`config.mk`:
```
export PLATFORM = sky130hd
export DESIGN_NAME = mio_bus_arbiter_flat
export DESIGN_NICKNAME = d
export VERILOG_FILES = /design/src/rtl/mio_bus_arbiter_if.sv /design/src/rtl/mio_bus_arbiter.sv /design/src/flat_wrapper.sv
export SDC_FILE = /design/constraint.sdc
export NUM_CORES = 1
export LEC_CHECK = 0
export BUFFER_PORTS_ARGS = -buffer_cell sky130_fd_sc_hd__buf_2
export CAP_MARGIN = 30
export CORE_AREA = 2 2 117 119
export CTS_CLUSTER_DIAMETER = 30
export CTS_CLUSTER_SIZE = 30
export DETAILED_ROUTE_END_ITERATION = 8
export DIE_AREA = 0 0 119 121
export PLACE_DENSITY_LB_ADDON = 0.2
export SLEW_MARGIN = 10
export SYNTH_ARGS = -nofsm -noshare
export SYNTH_HDL_FRONTEND = slang
export SYNTH_SLANG_ARGS = --single-unit
```
`constraint.sdc`:
```
create_clock -name clk -period 8.4 [get_ports clk]
set_input_delay 2.1 -clock clk [delete_from_list [all_inputs] [get_ports clk]]
set_output_delay 2.1 -clock clk [all_outputs]
set_load 0.02 [all_outputs]
```
`src/rtl/mio_bus_arbiter_if.sv`:
```
// rtl/mio_bus_arbiter_if.sv - CPU/DMA master request groups and shared slave bus
interface mio_bus_arbiter_if;
   logic        cpu_req;
   logic        cpu_we;
   logic [31:0] cpu_addr;
   logic [31:0] cpu_wdata;
   logic [31:0] cpu_rdata;
   logic        cpu_ready;
   logic        dma_req;
   logic        dma_we;
   logic [31:0] dma_addr;
   logic [31:0] dma_wdata;
   logic [31:0] dma_rdata;
   logic        dma_ready;
   logic        slv_req;
   logic        slv_we;
   logic [31:0] slv_addr;
   logic [31:0] slv_wdata;
   logic [31:0] slv_rdata;
   logic        slv_ack;
   logic        bus_err;
   logic [1:0]  grant;

   // Arbiter side: owns the slave strobe/command and the per-master responses.
   modport master (
      input  cpu_req, cpu_we, cpu_addr, cpu_wdata,
      input  dma_req, dma_we, dma_addr, dma_wdata,
      input  slv_rdata, slv_ack,
      output cpu_rdata, cpu_ready, dma_rdata, dma_ready,
      output slv_req, slv_we, slv_addr, slv_wdata, bus_err, grant
   );

   // Environment side: requesting masters plus the slave device.
   modport slave (
      output cpu_req, cpu_we, cpu_addr, cpu_wdata,
      output dma_req, dma_we, dma_addr, dma_wdata,
      output slv_rdata, slv_ack,
      input  cpu_rdata, cpu_ready, dma_rdata, dma_ready,
      input  slv_req, slv_we, slv_addr, slv_wdata, bus_err, grant
   );
endinterface

```
`src/rtl/mio_bus_arbiter.sv`:
```
// rtl/mio_bus_arbiter.sv - round-robin CPU/DMA arbiter for a single slave with ack timeout
module mio_bus_arbiter #(
   parameter int TIMEOUT = 16
) (
   input  logic              clk,
   input  logic              reset,
   mio_bus_arbiter_if.master bus
);
   localparam int CW = (TIMEOUT > 1) ? $clog2(TIMEOUT) : 1;
   localparam logic [CW-1:0] LAST_WAIT = CW'(TIMEOUT - 1);

   typedef enum logic [1:0] {IDLE, CPU_XFER, DMA_XFER, DONE} state_t;

   state_t        state_q, state_d;
   logic          last_dma_q, last_dma_d;   // 1: DMA was granted most recently
   logic [CW-1:0] wait_q, wait_d;
   logic          slv_we_q, slv_we_d;
   logic [31:0]   slv_addr_q, slv_addr_d;
   logic [31:0]   slv_wdata_q, slv_wdata_d;
   logic [31:0]   cpu_rdata_q, cpu_rdata_d;
   logic [31:0]   dma_rdata_q, dma_rdata_d;
   logic          cpu_ready_q, cpu_ready_d;
   logic          dma_ready_q, dma_ready_d;
   logic          bus_err_q, bus_err_d;
   logic          cpu_wins;

   // CPU takes a tie only when DMA held the previous grant.
   assign cpu_wins = bus.cpu_req && (!bus.dma_req || last_dma_q);

   // State register and all registered outputs.
   always_ff @(posedge clk or posedge reset) begin
      if (reset) begin
         state_q     <= IDLE;
         last_dma_q  <= 1'b1;
         wait_q      <= '0;
         slv_we_q    <= 1'b0;
         slv_addr_q  <= '0;
         slv_wdata_q <= '0;
         cpu_rdata_q <= '0;
         dma_rdata_q <= '0;
         cpu_ready_q <= 1'b0;
         dma_ready_q <= 1'b0;
         bus_err_q   <= 1'b0;
      end else begin
         state_q     <= state_d;
         last_dma_q  <= last_dma_d;
         wait_q      <= wait_d;
         slv_we_q    <= slv_we_d;
         slv_addr_q  <= slv_addr_d;
         slv_wdata_q <= slv_wdata_d;
         cpu_rdata_q <= cpu_rdata_d;
         dma_rdata_q <= dma_rdata_d;
         cpu_ready_q <= cpu_ready_d;
         dma_ready_q <= dma_ready_d;
         bus_err_q   <= bus_err_d;
      end
   end

   // Arbitration, command latching, ack/timeout completion.
   always_comb begin
      state_d     = state_q;
      last_dma_d  = last_dma_q;
      wait_d      = wait_q;
      slv_we_d    = slv_we_q;
      slv_addr_d  = slv_addr_q;
      slv_wdata_d = slv_wdata_q;
      cpu_rdata_d = cpu_rdata_q;
      dma_rdata_d = dma_rdata_q;
      cpu_ready_d = 1'b0;
      dma_ready_d = 1'b0;
      bus_err_d   = 1'b0;
      case (state_q)
         IDLE: begin
            wait_d = '0;
            if (cpu_wins) begin
               state_d     = CPU_XFER;
               last_dma_d  = 1'b0;
               slv_we_d    = bus.cpu_we;
               slv_addr_d  = bus.cpu_addr;
               slv_wdata_d = bus.cpu_wdata;
            end else if (bus.dma_req) begin
               state_d     = DMA_XFER;
               last_dma_d  = 1'b1;
               slv_we_d    = bus.dma_we;
               slv_addr_d  = bus.dma_addr;
               slv_wdata_d = bus.dma_wdata;
            end
         end
         CPU_XFER, DMA_XFER: begin
            // Ack is checked first so it wins over a same-cycle timeout.
            if (bus.slv_ack) begin
               state_d = DONE;
               if (state_q == CPU_XFER) begin
                  cpu_rdata_d = bus.slv_rdata;
                  cpu_ready_d = 1'b1;
               end else begin
                  dma_rdata_d = bus.slv_rdata;
                  dma_ready_d = 1'b1;
               end
            end else if (wait_q == LAST_WAIT) begin
               state_d     = DONE;
               bus_err_d   = 1'b1;
               cpu_ready_d = (state_q == CPU_XFER);
               dma_ready_d = (state_q == DMA_XFER);
            end else begin
               wait_d = wait_q + 1'b1;
            end
         end
         default: state_d = IDLE;
      endcase
   end

   assign bus.slv_req   = (state_q == CPU_XFER) || (state_q == DMA_XFER);
   assign bus.grant     = (state_q == CPU_XFER) ? 2'b01 :
                          (state_q == DMA_XFER) ? 2'b10 : 2'b00;
   assign bus.slv_we    = slv_we_q;
   assign bus.slv_addr  = slv_addr_q;
   assign bus.slv_wdata = slv_wdata_q;
   assign bus.cpu_rdata = cpu_rdata_q;
   assign bus.dma_rdata = dma_rdata_q;
   assign bus.cpu_ready = cpu_ready_q;
   assign bus.dma_ready = dma_ready_q;
   assign bus.bus_err   = bus_err_q;
endmodule

```
`src/flat_wrapper.sv`:
```
// flat-port wrapper written by rule: the top's interface ports become plain ports
module mio_bus_arbiter_flat 
#(
   parameter int TIMEOUT = 16
)
  (clk, reset, bus_cpu_req, bus_cpu_we, bus_cpu_addr, bus_cpu_wdata, bus_dma_req, bus_dma_we, bus_dma_addr, bus_dma_wdata, bus_slv_rdata, bus_slv_ack, bus_cpu_rdata, bus_cpu_ready, bus_dma_rdata, bus_dma_ready, bus_slv_req, bus_slv_we, bus_slv_addr, bus_slv_wdata, bus_bus_err, bus_grant);
  mio_bus_arbiter_if bus_i ();
  input  logic clk;
  input  logic reset;
  input wire logic [$bits(bus_i.cpu_req)-1:0] bus_cpu_req;
  input wire logic [$bits(bus_i.cpu_we)-1:0] bus_cpu_we;
  input wire logic [$bits(bus_i.cpu_addr)-1:0] bus_cpu_addr;
  input wire logic [$bits(bus_i.cpu_wdata)-1:0] bus_cpu_wdata;
  input wire logic [$bits(bus_i.dma_req)-1:0] bus_dma_req;
  input wire logic [$bits(bus_i.dma_we)-1:0] bus_dma_we;
  input wire logic [$bits(bus_i.dma_addr)-1:0] bus_dma_addr;
  input wire logic [$bits(bus_i.dma_wdata)-1:0] bus_dma_wdata;
  input wire logic [$bits(bus_i.slv_rdata)-1:0] bus_slv_rdata;
  input wire logic [$bits(bus_i.slv_ack)-1:0] bus_slv_ack;
  output wire logic [$bits(bus_i.cpu_rdata)-1:0] bus_cpu_rdata;
  output wire logic [$bits(bus_i.cpu_ready)-1:0] bus_cpu_ready;
  output wire logic [$bits(bus_i.dma_rdata)-1:0] bus_dma_rdata;
  output wire logic [$bits(bus_i.dma_ready)-1:0] bus_dma_ready;
  output wire logic [$bits(bus_i.slv_req)-1:0] bus_slv_req;
  output wire logic [$bits(bus_i.slv_we)-1:0] bus_slv_we;
  output wire logic [$bits(bus_i.slv_addr)-1:0] bus_slv_addr;
  output wire logic [$bits(bus_i.slv_wdata)-1:0] bus_slv_wdata;
  output wire logic [$bits(bus_i.bus_err)-1:0] bus_bus_err;
  output wire logic [$bits(bus_i.grant)-1:0] bus_grant;
  assign bus_i.cpu_req = bus_cpu_req;
  assign bus_i.cpu_we = bus_cpu_we;
  assign bus_i.cpu_addr = bus_cpu_addr;
  assign bus_i.cpu_wdata = bus_cpu_wdata;
  assign bus_i.dma_req = bus_dma_req;
  assign bus_i.dma_we = bus_dma_we;
  assign bus_i.dma_addr = bus_dma_addr;
  assign bus_i.dma_wdata = bus_dma_wdata;
  assign bus_i.slv_rdata = bus_slv_rdata;
  assign bus_i.slv_ack = bus_slv_ack;
  assign bus_cpu_rdata = bus_i.cpu_rdata;
  assign bus_cpu_ready = bus_i.cpu_ready;
  assign bus_dma_rdata = bus_i.dma_rdata;
  assign bus_dma_ready = bus_i.dma_ready;
  assign bus_slv_req = bus_i.slv_req;
  assign bus_slv_we = bus_i.slv_we;
  assign bus_slv_addr = bus_i.slv_addr;
  assign bus_slv_wdata = bus_i.slv_wdata;
  assign bus_bus_err = bus_i.bus_err;
  assign bus_grant = bus_i.grant;
  mio_bus_arbiter #(.TIMEOUT(TIMEOUT)) u_core (.clk(clk), .reset(reset), .bus(bus_i));
endmodule
```
# Word level (Yosys, flattened, before mapping)
# Index checks and enable logic that the tools add are counted.
[totals]
reg_bits = 139
inputBits = 167
wordCells = 62
[classes]
addsub = 1
n_eq_ne = 7
n_mux = 29
n_bitwise = 1
reduce_logical = 13
[op_table]
columns = ["operator", "count"]
rows = [
  ["32-bit two-way mux", 4],
  ["1-bit two-way mux", 15],
  ["2-bit two-way mux", 6],
  ["3-bit AND reduction", 3],
  ["4-bit two-way mux", 2],
  ["4-bit one-hot mux with 2 select lines", 1],
  ["3-bit by 2-bit != test with 1-bit output (second input constant)", 2],
  ["4-bit by 1-bit adder with 4-bit output (second input constant)", 1],
  ["4-bit equality test (second input constant)", 1],
  ["2-bit != test (second input constant)", 2],
  ["2-bit one-hot mux with 2 select lines", 1],
  ["2-bit AND reduction", 2],
  ["2-bit nonzero test", 2],
  ["2-bit by 1-bit equality test with 1-bit output (second input constant)", 1],
  ["2-bit equality test (second input constant)", 1],
  ["2-bit zero test", 1],
  ["1-bit logical OR", 2],
  ["2-bit OR reduction", 1],
  ["1-bit logical AND", 1],
  ["1-bit zero test", 1],
  ["1-bit NOT", 1],
]

# Longest topological paths before layout
[logic_depth]
depth_word = 5
mapped_depth = 7
ltp_nobuf = 6

# Least setup slack after synthesis
# No wires, ideal clock.
[synth_path]
path_type = "register to output"
startpoint = "register u_core.state_q[0]"
endpoint = "output port bus_slv_req"
arrival_ns = 0.867
required_ns = 6.300
setup_slack_ns = 5.433
path_stages_with_launch = 3
n_path_buf = 0
path_cell_list = "dfrtp_1 -> inv_1 -> ha_1"
[synth_between]
elab_chain_len = 2
word_cells_on_any_way = 3
classes_between = "2 x eq/ne; 1 x reduce/logical"
[synth_lines]
columns = ["element", "line_no", "text"]
rows = [
  ["from (decl)", "mio_bus_arbiter.sv:14", "state_t state_q, state_d;"],
  ["from (signal assigned)", "mio_bus_arbiter.sv:45", "state_q <= state_d;"],
  ["2-bit by 1-bit equality test with 1-bit output / 2-bit equality test (equally long branches)", "mio_bus_arbiter.sv:113", "assign bus.slv_req = (state_q == CPU_XFER) || (state_q == DMA_XFER);"],
  ["1-bit logical OR *", "mio_bus_arbiter.sv:113", ""],
  ["to (decl)", "flat_wrapper.sv:24", "output wire logic [$bits(bus_i.slv_req)-1:0] bus_slv_req;"],
]
# Mark *: on every way between the ends. The rest lies on a longest branch, timed or not.

# Worst setup path after layout
# Same ends and word-level chain as after synthesis.

==> metrics.csv <==
metric;value;unit
p_per_area;415;nW/um^2
period_needed;3.79;ns
gp_congestion;0.792;
ys_top_cells_by_count;dfrtp_1 (138), nand2_1 (72), mux2i_1 (66);
p_leak;4.35;nW
cts_root_buffer;clkbuf_16;
vias_per_cell;4.87;
cp_max_fo;12;
pre_cts_slack;4.41;ns
cts_setup_buffers;0;
grt_max_degree;117;
min_path_type;reg2reg;
cts_resized;0;
antenna_found_initial;0;
die_w;119;um
synth_nets;650;
cts_made_buffers;17;
layout.nets;948;
pin_count;302;
critPathArrivalTime;1.69;ns
cp.depth;3;
clk_latency;0.41;ns
ys_ff_latch;139;
final_cell_area;8130;sq um
path_clk_slew;0.06;ns
wl;15000;um
async_reset_ff_frac;1.00;
placed_cell_area;7550;sq um
max_stage_delay;0.51;ns
drive_gt1_frac;0.518;
relSlewSlack;0.462;
fin_util;0.622;
num_vias;4685;
clk_path_buf_depth;2;
fp.coreArea;13100;sq um
cts.sinks;139;
maxSlewViolCount;0;
skew;0.00657;ns
end_kind;output pin;
ys_seq_area_frac;0.582;
fin_crit_sh;0.451;
final.setup.tns;0;ns
min_path_cells;2;
drc;0;
tightest_slew;0.803;ns
status;finished clean;
port_buffers;301;
grt_pass1_wl;23400;um
synth_edf_count;0;
ys.warnings.count;0;
die_h;121;um
synthesis.area;5980;sq um
cpLargestDelayFamily;adder cells;
grtUsageTotal;0.210;
cp-start-kind;flip-flop;
rsz0062_at_grt;false;
holdBufCountCts;0;
start_util;0.457;
num_rows;42;
finalSetupViolCount;0;
drv_cap;0;
cpMaxStageDelayCell;ha_1;
r2r_cells;4;
ys.flop_type;dfrtp_1;
ys_types;31;
cp.required;6.30;ns
multiInputGateArea;2270;sq um
h-tree-depth;4;
grt_overflow;0;
total_power;3.38;mW
synth_area_leader_cell;dfrtp_1;
synth_area_per_cell;12.6;sq um
max_freq;264;MHz
area_growth;36.1;%
drt_iter0_markers;179;
hold_viol;0;
firstDrtPassIters;4;
cts_tree;yes;
dieArea;14400;sq um
synth_area_leaders;dfrtp_1 (58%), mux2_2 (12%), mux2i_1 (11%);
yosysMostFrequentCell;dfrtp_1;
path_cells;inv_1, ha_1, buf_2;
post_drt_wl_per_cell;15.6;um
synthCells;476;
grt_pass1_vias;4673;
yosysTopAreaCellShare;0.578;
fillerInstances;1067;
diodes;0;
ant_nets;0;
ff_latch_area;3480;sq um
path_class;reg2out;
fin_ws;4.61;ns
hpwl;11400;um
path_buf_inv;2;
vdd_drop_max;276;uV
power breakdown:
| group | switching (mW) | total [mW] | internal (mW) |
|---|---|---|---|
| Clock | 0.274 | 0.694 | 0.421 |
| Sequential | 0.163 | 1.17 | 1.00 |
| Combinational | 0.930 | 1.52 | 0.588 |
worst reg2reg max path: stages (launching register included):
cell     delay (ns)
dfrtp_1        0.42
inv_1          0.11
ha_1           0.51
nand2_2        0.55
mux2_2         0.49
per-layer routing:
layer,track usage,up-vias,share of wire
li1,-,2252,-
met1,0.242,2206,0.40
met2,0.361,201,0.50
met3,0.0630,26,0.072
met4,0.0952,0,0.026
met5,0,-,0
final cells by class:
cell class                      count  area share
Sequential cell                   139       0.428
Multi-Input combinational cell    305       0.279
Timing Repair Buffer              307       0.196
Clock buffer                       21      0.0566
Tap cell                          176      0.0271
Clock inverter                     11      0.0117
Inverter                            4     0.00246
path summary, 6_finish.rpt:
check / startpoint / to / slack, ns
min in group asynchronous: reset / u_core.wait_q[1] / 1.73
worst min-delay path: u_core.bus.slv_wdata[14] / u_core.bus.slv_wdata[14] / 0.47
max in group asynchronous: reset / u_core.bus.cpu_rdata[8] / 5.56
worst max register to register: u_core.state_q[0] / u_core.bus.dma_rdata[1] / 6.20
worst min register to register: u_core.bus.slv_wdata[14] / u_core.bus.slv_wdata[14] / 0.47
worst max-delay path: u_core.state_q[0] / bus_slv_req / 4.61
logic make-up after synthesis:
| logic type | count (synthesis) | synth area share |
|---|---|---|
| AO/OA/AOI/OAI | 80 | 0.0706 |
| AND/OR/NAND/NOR | 88 | 0.0603 |
| multiplexers | 130 | 0.231 |
| adder cells (fa/ha/maj) | 7 | 0.0147 |
| buffers and inverters | 32 | 0.0410 |
| flip-flops | 139 | 0.582 |
cells in the final DEF (no fill, tap or decap):
cell,count
nand2_2,1
a41oi_1,1
nand2_1,72
dfstp_2,1
o21ai_1,40
o31ai_1,3
nand3_1,2
nand2b_1,3
clkbuf_16,17
nor2_1,4
buf_16,2
and3_1,1
mux2i_1,66
o21ai_0,26
clkinvlp_4,3
and4_1,1
mux2_2,64
ha_1,7
o21ai_4,1
nor2_2,1
nor2b_1,2
buf_2,301
o22ai_1,1
dfrtp_1,138
clkbuf_8,2
clkinv_4,1
a21oi_1,3
a31oi_1,4
inv_6,2
nand2_4,1
inv_2,1
buf_4,4
clkinv_2,5
o2bb2ai_1,1
clkbuf_1,2
bufinv_16,1
inv_1,2
sequential cells by signal, indices dropped and copies added (netlist names):
register and cells:
u_core.state_q 2, u_core.bus.cpu_ready 1, u_core.bus.bus_err 1, u_core.bus.slv_addr 32, u_core.bus.dma_rdata 32, u_core.bus.cpu_rdata 32, u_core.wait_q 4, u_core.bus.dma_ready 1
u_core.bus.slv_wdata 32, u_core.bus.slv_we 1, u_core.last_dma_q 1
stage by stage:
stage	cells	hold slack [ns]
3_3_place_gp	929	0.459
5_1_grt	963	0.502
2_1_floorplan	476	0.470
4_1_cts	962	0.482
3_5_place_dp	930	0.469
6_report	963	0.474
Note: power is estimated with default switching activity, not from simulation.
